--- src/rtl/password_pkg.sv ---
// Shared definitions for the password checker: FSM state encodings and index-width helper.
package password_pkg;

  typedef enum logic [1:0] {
    COLLECT = 2'd0,
    CHECK   = 2'd1,
    GRANTED = 2'd2,
    LOCKED  = 2'd3
  } pw_state_t;

  // Bits needed to hold values 0..n-1, never less than one bit.
  function automatic int idx_width(input int n);
    return (n <= 2) ? 1 : $clog2(n);
  endfunction

endpackage

--- src/rtl/lockout_timer.sv ---
// Load/count-down timer; done is high in the last of CYCLES cycles after a load.
module lockout_timer
  import password_pkg::*;
#(
  parameter int CYCLES = 100
) (
  input  logic Clk,
  input  logic rts,
  input  logic load,
  output logic done
);

  localparam int W = idx_width(CYCLES + 1);

  logic [W-1:0] cnt;

  always_ff @(posedge Clk or negedge rts) begin
    if (!rts) begin
      cnt <= '0;
    end else if (load) begin
      cnt <= W'(CYCLES);
    end else if (cnt != '0) begin
      cnt <= cnt - 1'b1;
    end
  end

  assign done = (cnt == W'(1));

endmodule

--- config.mk ---
export PLATFORM = sky130hd
export DESIGN_NAME = lockout_timer
export DESIGN_NICKNAME = d
export VERILOG_FILES = /design/src/rtl/password_pkg.sv /design/src/rtl/lockout_timer.sv
export SDC_FILE = /design/constraint.sdc
export NUM_CORES = 1
export LEC_CHECK = 0
export BUFFER_PORTS_ARGS = -buffer_cell sky130_fd_sc_hd__buf_2
export CAP_MARGIN = 15
export CELL_PAD_IN_SITES_DETAIL_PLACEMENT = 0
export CELL_PAD_IN_SITES_GLOBAL_PLACEMENT = 1
export CORE_AREA = 2 2 39 41
export CTS_BUF_LIST = sky130_fd_sc_hd__clkbuf_8 sky130_fd_sc_hd__clkbuf_16
export DETAILED_ROUTE_END_ITERATION = 6
export DIE_AREA = 0 0 41 43
export HOLD_SLACK_MARGIN = 0.1
export MAX_ROUTING_LAYER = met4
export PLACE_DENSITY = 0.65
export SYNTH_ARGS = -nofsm -noshare
export SYNTH_HDL_FRONTEND = slang
export SYNTH_SLANG_ARGS = --single-unit
--- constraint.sdc ---
create_clock -name Clk -period 1.5 [get_ports Clk]
set_clock_uncertainty 0.15 [all_clocks]
set_input_delay 0.3 -clock Clk [delete_from_list [all_inputs] [get_ports Clk]]
set_output_delay 0.3 -clock Clk [all_outputs]
set_load 0.03 [all_outputs]
==> results.json, run 1 <==
{
  "antenna_found_initial": 0,
  "ff_latch_area_um2": 176,
  "synth_most_common_cell": "dfrtp_1",
  "grt_start_max_net_pins": 9,
  "rsz0062_at_grt": "yes",
  "io_pins": 4,
  "synth_warnings": 0,
  "r2r_slack_ps": -190,
  "slowest_delay_ps": 400,
  "route.detailed.drc": 0,
  "criticalPathCategory": "register to primary output",
  "clk-insertion-delay-late_ps": 230,
  "synth_top_area_share": 0.449,
  "r2r-start": "cnt[0]",
  "holdCritPathClass": "input pin to register",
  "ys_async_sr_fraction": 1.00,
  "status": "finished, violations left",
  "die_h_um": 43,
  "synth_area_leaders": "dfrtp_1, ha_1, nor3_1",
  "multi_input_area_um2": 274,
  "rr_worst_depth": 5,
  "worstPathMaxFanout": 2,
  "syn_nets": 42,
  "numClockSinks": 7,
  "ys.flop_type": "dfrtp_1",
  "cts_root_buf": "clkbuf_8",
  "grt_use_total": 0.151,
  "avgViaCountPerCell": 4.73,
  "synth_edf_count": 0,
  "slew_headroom": 0.741,
  "place.gp.congestion": 0.777,
  "port_buffers": 3,
  "peakVddDrop_mv": 0.414,
  "top_register": "cnt",
  "pwr_density_cell_nw_per_um2": 959,
  "layout_setup_ws_ps": -337,
  "num_vias": 355,
  "hold_end": "cnt[3]",
  "grt_pass1_wl_mm": 1.59,
  "min_path_cells": 2,
  "p_leak_uw": 0.000269,
  "synthCells": 37,
  "routed_wl_mm": 1.01,
  "dieArea_um2": 1760,
  "std_cell_rows": 14,
  "cts_max_level": 1,
  "slowest_stage": "or3_4",
  "min_period_over_period": 1.22,
  "grt.overflow.total": 0,
  "top_regs": "cnt: 7 flops",
  "violations": "setup timing",
  "min_period_ps": 1840,
  "core_region_area_um2": 1380,
  "synth.avg_cell_area_um2": 10.6,
  "max_clock_freq_mhz": 544,
  "worstMarginPinSlew_ps": 386,
  "hold_viol": 0,
  "grt_pass1_vias": 350,
  "antenna_left": 0,
  "die_x_um": 41,
  "maxCapViolCount": 0,
  "numCtsBuffers": 3,
  "drt_iter0_markers": 1,
  "cp.required_ps": 1050,
  "ys_ff_latch": 7,
  "synth_common_cells": "dfrtp_1, nor3_1, a21oi_1, inv_1",
  "critPathArrivalTime_ps": 1390,
  "ys_types": 21,
  "final_area_um2": 667,
  "rr_endpoint": "cnt[3]",
  "worstPathCellList": "or3_4, nor4b_4, buf_6",
  "finalSetupViolCount": 7,
  "place_hpwl_um": 686,
  "cts.clk_slew.worst_paths_ps": 40,
  "num_antenna_cells": 0,
  "clk_path_buf_depth": 2,
  "yosysSeqAreaShare": 0.449,
  "cts_tree": "built",
  "routedWlPerCell_um": 13.5,
  "end_kind": "primary output",
  "drive_gt1_frac": 0.576,
  "dr.pass1.iters": 2,
  "area_growth_syn_to_layout_pct": 70.8,
  "synthesis.area_um2": 390,
  "finalNetCount": 65,
  "cp-start-kind": "register",
  "largest_reg_flops": 7,
  "min-delay-start": "load",
  "start_util": 0.282,
  "yosysTopAreaCell": "dfrtp_1",
  "final_max_slew_viol_count": 0,
  "utilization": 0.482,
  "fill_cells": 123,
  "place_area_um2": 539
}
## critical path, delay by kind of cell (launching register included)
kind	cells	cell delay (ps)
buffers and inverters	1	160
DFF	1	370
and+or+nand+nor	2	620
## logic make-up (layout without fill, tap and decap cells)
| logic type | count (synthesis) | in the layout | share of synthesized area |
|---|---|---|---|
| buffers and inverters | 3 | 25 | 0.0288 |
| and+or+nand+nor | 14 | 14 | 0.234 |
| xor gates and xnor gates | 1 | 1 | 0.0224 |
| DFF | 7 | 7 | 0.449 |
| AOI/OAI and AO/OA | 9 | 9 | 0.176 |
| muxes | 1 | 1 | 0.0256 |
| adders and majority gates | 2 | 2 | 0.0641 |
## cell usage in the layout (no fill, tap or decap)
cell / n
o31ai_2: 1
nor3_1: 3
dfrtp_1: 6
nor3b_2: 1
dlygate4sd3_1: 1
buf_6: 2
dfrtp_2: 1
a2111oi_4: 1
ha_1: 1
a211oi_2: 1
a211o_1: 1
mux2i_1: 1
nor4b_4: 1
nor2b_1: 1
inv_2: 2
nor2_1: 1
xnor2_1: 1
nor3_2: 1
nand2b_1: 1
ha_4: 1
or3b_4: 1
clkbuf_8: 3
buf_4: 13
buf_2: 2
nor2_4: 1
or3_4: 2
inv_1: 2
a21oi_1: 3
nand2_1: 1
o31ai_1: 1
a21boi_1: 1
## final cells by class
type	count	area share
Multi-Input combinational cell	27	0.411
Sequential cell	7	0.265
Timing Repair Buffer	18	0.210
Clock buffer	3	0.0619
Tap cell	16	0.0300
Inverter	3	0.0169
Clock inverter	1	0.00563
## per-layer routing
layer  share of wire  global-route usage  wire (um)
met2            0.56               0.238        565
met1            0.39               0.159        391
met3           0.028              0.0314         28
met4           0.025               0.100         25
met5               0                   -          0
## worst max path at each step
| stage | startpoint | end | slack, ps | depth (start not counted) |
|---|---|---|---|---|
| 2_1_floorplan | cnt[5] | done | -170 | 2 |
| 3_5_place_dp | cnt[0] | cnt[1] | -180 | 5 |
| 6_report | cnt[4] | done | -340 | 3 |
| 4_1_cts | cnt[4] | done | -350 | 3 |
| 5_1_grt | cnt[4] | done | -390 | 3 |
| 3_3_place_gp | cnt[0] | cnt[1] | -140 | 5 |
## power by group
group | internal (uW) | switching, uW
sequential | 208 | 14.3
clock | 176 | 77.3
combinational | 86.4 | 77.0
## stage by stage
step	total power [uW]	setup TNS (ps)	std cells	setup WS (ps)	hold slack (ps)
after floorplan	295	-334	37	-168	-146
after global placement	352	-880	68	-145	-7.71
after detailed placement	356	-1090	68	-177	-6.95
after CTS	637	-766	74	-353	188
after global routing	679	-1520	75	-394	202
final	640	-1050	75	-337	190
## timing repair
action | in CTS | in global routing
gates cloned | 0 | 0
endpoints found under the setup margin | 8 | 8
setup buffers | 1 | 1
resized for setup | 10 | 3
pin swaps | 6 | 0
hold endpoints to repair | 7 | 0
hold buffers | 1 | 0
Power figures use the tool's default switching activity.
==> run 2, diff against run 1 <==
--- a/config.mk
+++ b/config.mk
@@ -5,7 +5,6 @@
 export SDC_FILE = /design/constraint.sdc
 export NUM_CORES = 1
 export LEC_CHECK = 0
-export BUFFER_PORTS_ARGS = -buffer_cell sky130_fd_sc_hd__buf_2
 export CAP_MARGIN = 15
 export CELL_PAD_IN_SITES_DETAIL_PLACEMENT = 0
 export CELL_PAD_IN_SITES_GLOBAL_PLACEMENT = 1
@@ -13,9 +12,10 @@
 export CTS_BUF_LIST = sky130_fd_sc_hd__clkbuf_8 sky130_fd_sc_hd__clkbuf_16
 export DETAILED_ROUTE_END_ITERATION = 6
 export DIE_AREA = 0 0 41 43
+export DONT_BUFFER_PORTS = 1
 export HOLD_SLACK_MARGIN = 0.1
 export MAX_ROUTING_LAYER = met4
-export PLACE_DENSITY = 0.65
+export PLACE_DENSITY = 0.62
 export SYNTH_ARGS = -nofsm -noshare
 export SYNTH_HDL_FRONTEND = slang
 export SYNTH_SLANG_ARGS = --single-unit
==> run 2 against run 1 <==
  * The run still ends with setup timing left
  * Fmax shrank 1.2%
  * First-iteration DRC count increased to 5.0 times the previous value
  * Die area stayed put
  * Global-route usage is 1.2 points higher
  * Highest routed layer unchanged
  * Worst setup slack worse by 22 ps
  * Final cell count is 1.3% lower
  * Via count up 6.5%
  * Utilization rose by 0.54 points
  * Sequential share of layout area shrank 0.29 points
==> results.json, run 2 (synthesis results as in run 1) <==
{
  "status": "finished, violations left",
  "violations": "setup timing",
  "std_cell_rows": 14,
  "final_max_slew_viol_count": 0,
  "antenna_found_initial": 0,
  "start_util": 0.282,
  "max_clock_freq_mhz": 538,
  "area_growth_syn_to_layout_pct": 72.8,
  "clk_path_buf_depth": 2,
  "port_buffers": 0,
  "pwr_density_cell_nw_per_um2": 998,
  "critPathArrivalTime_ps": 1410,
  "p_leak_uw": 0.000267,
  "place_hpwl_um": 720,
  "min_period_over_period": 1.24,
  "dr.pass1.iters": 4,
  "peakVddDrop_mv": 0.556,
  "final_common_cell": "buf_4",
  "min_period_ps": 1860,
  "rsz0062_at_grt": "yes",
  "route.detailed.drc": 0,
  "crit_start": "cnt[6]",
  "maxCapViolCount": 0,
  "dieArea_um2": 1760,
  "place.gp.congestion": 0.778,
  "routed_wl_mm": 1.06,
  "finalSetupViolCount": 8,
  "worstPathMaxFanout": 2,
  "grt_start_max_net_pins": 9,
  "drive_gt1_frac": 0.534,
  "final_area_um2": 674,
  "drt_iter0_markers": 5,
  "num_vias": 378,
  "holdWs_ps": 256,
  "top_regs": "cnt: 7 flops",
  "cp.required_ps": 1050,
  "criticalPathCategory": "register to primary output",
  "top_register": "cnt",
  "power_uw": 673,
  "num_antenna_cells": 0,
  "dp_slack_ps": -156,
  "clk-insertion-delay-late_ps": 240,
  "r2r-start": "cnt[1]",
  "fill_cells": 126,
  "antenna_left": 0,
  "grt_pass1_wl_mm": 1.76,
  "end_kind": "primary output",
  "layout_setup_ws_ps": -359,
  "cts_max_level": 1,
  "die_h_um": 43,
  "io_pins": 4,
  "grt_use_total": 0.163,
  "post-place-cells": 66,
  "core_region_area_um2": 1380,
  "slew_headroom": 0.762,
  "holdCritPathClass": "input pin to async pin",
  "mostFrequentLayoutCells": "buf_4, dfrtp_1",
  "fin_cells": 74,
  "numCtsBuffers": 3,
  "die_x_um": 41,
  "grt_pass1_vias": 392,
  "cts_root_buf": "clkbuf_8",
  "numClockSinks": 7,
  "hold_viol": 0,
  "routedWlPerCell_um": 14.4,
  "cts_tree": "built",
  "grt.overflow.total": 0,
  "finalNetCount": 64,
  "avgViaCountPerCell": 5.11,
  "place_area_um2": 532,
  "cts.clk_slew.worst_paths_ps": 50,
  "largest_reg_flops": 7,
  "worstMarginPinSlew_ps": 356,
  "cp-start-kind": "register"
}
run 2: layout make-up:
class | count | area (um^2) | share of cell area
Clock buffer | 3 | 41.3 | 0.0612
Timing Repair Buffer | 17 | 144 | 0.213
Multi-Input combinational cell | 27 | 278 | 0.412
Clock inverter | 1 | 3.75 | 0.00557
Tap cell | 16 | 20.0 | 0.0297
Inverter | 3 | 11.3 | 0.0167
Sequential cell | 7 | 176 | 0.262
run 2: critical path, cell delays in order (launching register included):
cell	delay [ps]
dfrtp_1	370
or3_4	410
nor4b_4	230
buf_6	160
run 2: metrics by stage:
stage	utilization	setup TNS, ps
after CTS	0.478	-591
after floorplan	-	-334
after global placement	0.384	-635
after detailed placement	0.384	-911
final	0.487	-706
after global routing	0.487	-1270
run 2: timing repair:
| item | 4_1_cts | 5_1_grt |
|---|---|---|
| endpoints found under the setup margin | 8 | 8 |
| hold endpoints to repair | 14 | 0 |
| resized for setup | 11 | 2 |
| buffers inserted | 2 | 0 |
| hold buffers | 2 | 0 |
| pin swaps | 5 | 0 |
run 2: worst paths after layout:
kind	to	slack, ps	cells past startpoint
max in group asynchronous	cnt[2]	660	1
max reg2reg	cnt[3]	-80	5
min reg2reg	cnt[6]	470	3
max	done	-360	3
min	cnt[0]	260	1
min in group Clk	cnt[6]	470	3
run 2: power breakdown:
part	total [uW]	internal, uW	switching, uW
clock network	283	179	104
registers	223	208	15.4
logic	167	89.4	77.7
run 2: per-layer routing:
layer  vias to the layer above  wire, um  GRT usage
li1                        177         -          -
met1                       193       461      0.193
met2                         6       548      0.222
met3                         2        21     0.0366
met4                         0        29      0.133
met5                         -         0          -
==> run 3, diff against run 2 <==
==> constraint.sdc (replaced) <==
create_clock -name Clk -period 1.7 [get_ports Clk]
set_clock_uncertainty 0.15 [all_clocks]
set_input_delay 0.34 -clock Clk [delete_from_list [all_inputs] [get_ports Clk]]
set_output_delay 0.34 -clock Clk [all_outputs]
set_load 0.03 [all_outputs]
==> run 3 against run 2 <==
  * The run still ends with setup timing left
  * Final cell count down 6.8%
  * Power down 20%
  * Cell area down 14%
  * Sequential power down 12%
  * Register-to-register slack better by 90 ps
  * Sequential share of layout area up 4.2 points
  * Largest power group unchanged
==> results.json, run 3 (synthesis results as in run 1) <==
{
  "layout_setup_ws_ps": -238,
  "cp-start-kind": "register",
  "std_cell_rows": 14,
  "place_hpwl_um": 704,
  "grt_pass1_vias": 384,
  "min_period_ps": 1940,
  "grt_use_total": 0.152,
  "status": "finished, violations left",
  "num_antenna_cells": 0,
  "routedWlPerCell_um": 12.8,
  "worstPathMaxFanout": 3,
  "maxCapViolCount": 0,
  "io_pins": 4,
  "slew_headroom": 0.773,
  "dr.pass1.iters": 4,
  "antenna_found_initial": 0,
  "clk-insertion-delay-late_ps": 230,
  "finalNetCount": 59,
  "p_leak_uw": 0.000235,
  "postCtsSetupRepairBufs": 0,
  "criticalPathCategory": "register to primary output",
  "final_common_cell": "buf_4",
  "pwr_density_cell_nw_per_um2": 935,
  "rr_worst_depth": 5,
  "die_h_um": 43,
  "grt.overflow.total": 0,
  "area_growth_syn_to_layout_pct": 47.8,
  "die_x_um": 41,
  "cts_root_buf": "clkbuf_8",
  "cts_max_level": 1,
  "holdWs_ps": 137,
  "critPathArrivalTime_ps": 1450,
  "final_max_slew_viol_count": 0,
  "routed_wl_um": 884,
  "grt_pass1_wl_mm": 1.65,
  "rsz0062_at_grt": "yes",
  "route.detailed.drc": 0,
  "avgViaCountPerCell": 5.03,
  "port_buffers": 0,
  "finalSetupViolCount": 1,
  "cts_tree": "built",
  "holdCritPathClass": "input pin to register",
  "cp.required_ps": 1210,
  "hold_viol": 0,
  "max_clock_freq_mhz": 516,
  "start_util": 0.282,
  "clk_path_buf_depth": 2,
  "dieArea_um2": 1760,
  "end_kind": "primary output",
  "grt_start_max_net_pins": 8,
  "violations": "setup timing",
  "cts.clk_slew.worst_paths_ps": 40,
  "numCtsBuffers": 3,
  "drive_gt1_frac": 0.358,
  "top_register": "cnt",
  "top_regs": "cnt: 7 flops",
  "peakVddDrop_mv": 0.367,
  "core_region_area_um2": 1380,
  "min_period_over_period": 1.14,
  "numClockSinks": 7,
  "place.gp.congestion": 0.744,
  "antenna_left": 0,
  "dp_slack_ps": -34.9,
  "drt_iter0_markers": 6,
  "mostFrequentLayoutCells": "buf_4, dfrtp_1, inv_1, nor3_1",
  "worstMarginPinSlew_ps": 341,
  "num_vias": 347,
  "largest_reg_flops": 7,
  "power_uw": 539,
  "min_path_cells": 2
}
run 3: changes by cell type in the layout (fill, tap and decap cells not counted), moves of 2 or more:
cell | previous run | this run
inv_1 | 2 | 4
inv_2 | 2 | 0
buf_4 | 12 | 9
buf_6 | 3 | 1
run 3: path summary, 6_finish.rpt:
check	from	to	slack (ps)
min reg2reg	cnt[6]	cnt[6]	400
max reg2reg	cnt[0]	cnt[1]	10
max	cnt[6]	done	-240
min	load	cnt[5]	140
max in group asynchronous	rts	cnt[6]	860
min in group asynchronous	rts	cnt[3]	300
run 3: cell type report:
type	instances	area (um^2)
clock buffer	3	41.3
sequential	7	175
inverter	3	11.3
fill	138	807
tap	16	20.0
multi-input combinational	27	226
clock inverter	1	3.75
timing repair buffer	12	98.8
run 3: per-stage QoR:
stage               TNS (ps)  area [um^2]  utilization  std cells
floorplan              -8.86          410            -         37
global placement           0          505        0.365         63
detailed placement     -34.9          505        0.365         63
CTS                     -235          574        0.415         69
global route            -600          577        0.417         69
finish                  -238          577        0.417         69
run 3: report_power, final:
part           internal, uW  leakage [uW]  switching (uW)  total (uW)
Combinational          61.6      0.000127            50.8         112
Sequential              183     0.0000809            13.5         197
Clock                   156     0.0000269            74.0         230
Total                   401      0.000235             138         539
run 3: what timing repair did:
item,in CTS,in global routing
pin swaps,1,0
endpoints found under the hold margin,13,0
hold buffers,2,0
gates resized for setup,1,1
endpoints found under the setup margin,2,7
run 3: routing by layer:
metal | track usage | up-vias | wire (um)
li1 | - | 169 | -
met5 | - | - | 0
met3 | 0.0471 | 5 | 41
met2 | 0.222 | 9 | 461
met1 | 0.161 | 164 | 345
met4 | 0.120 | 0 | 35
run 3: critical path, stage by stage (launching register included):
cell and delay [ps]:
dfrtp_1 390, or3_4 420, nor4b_4 250, buf_6 170
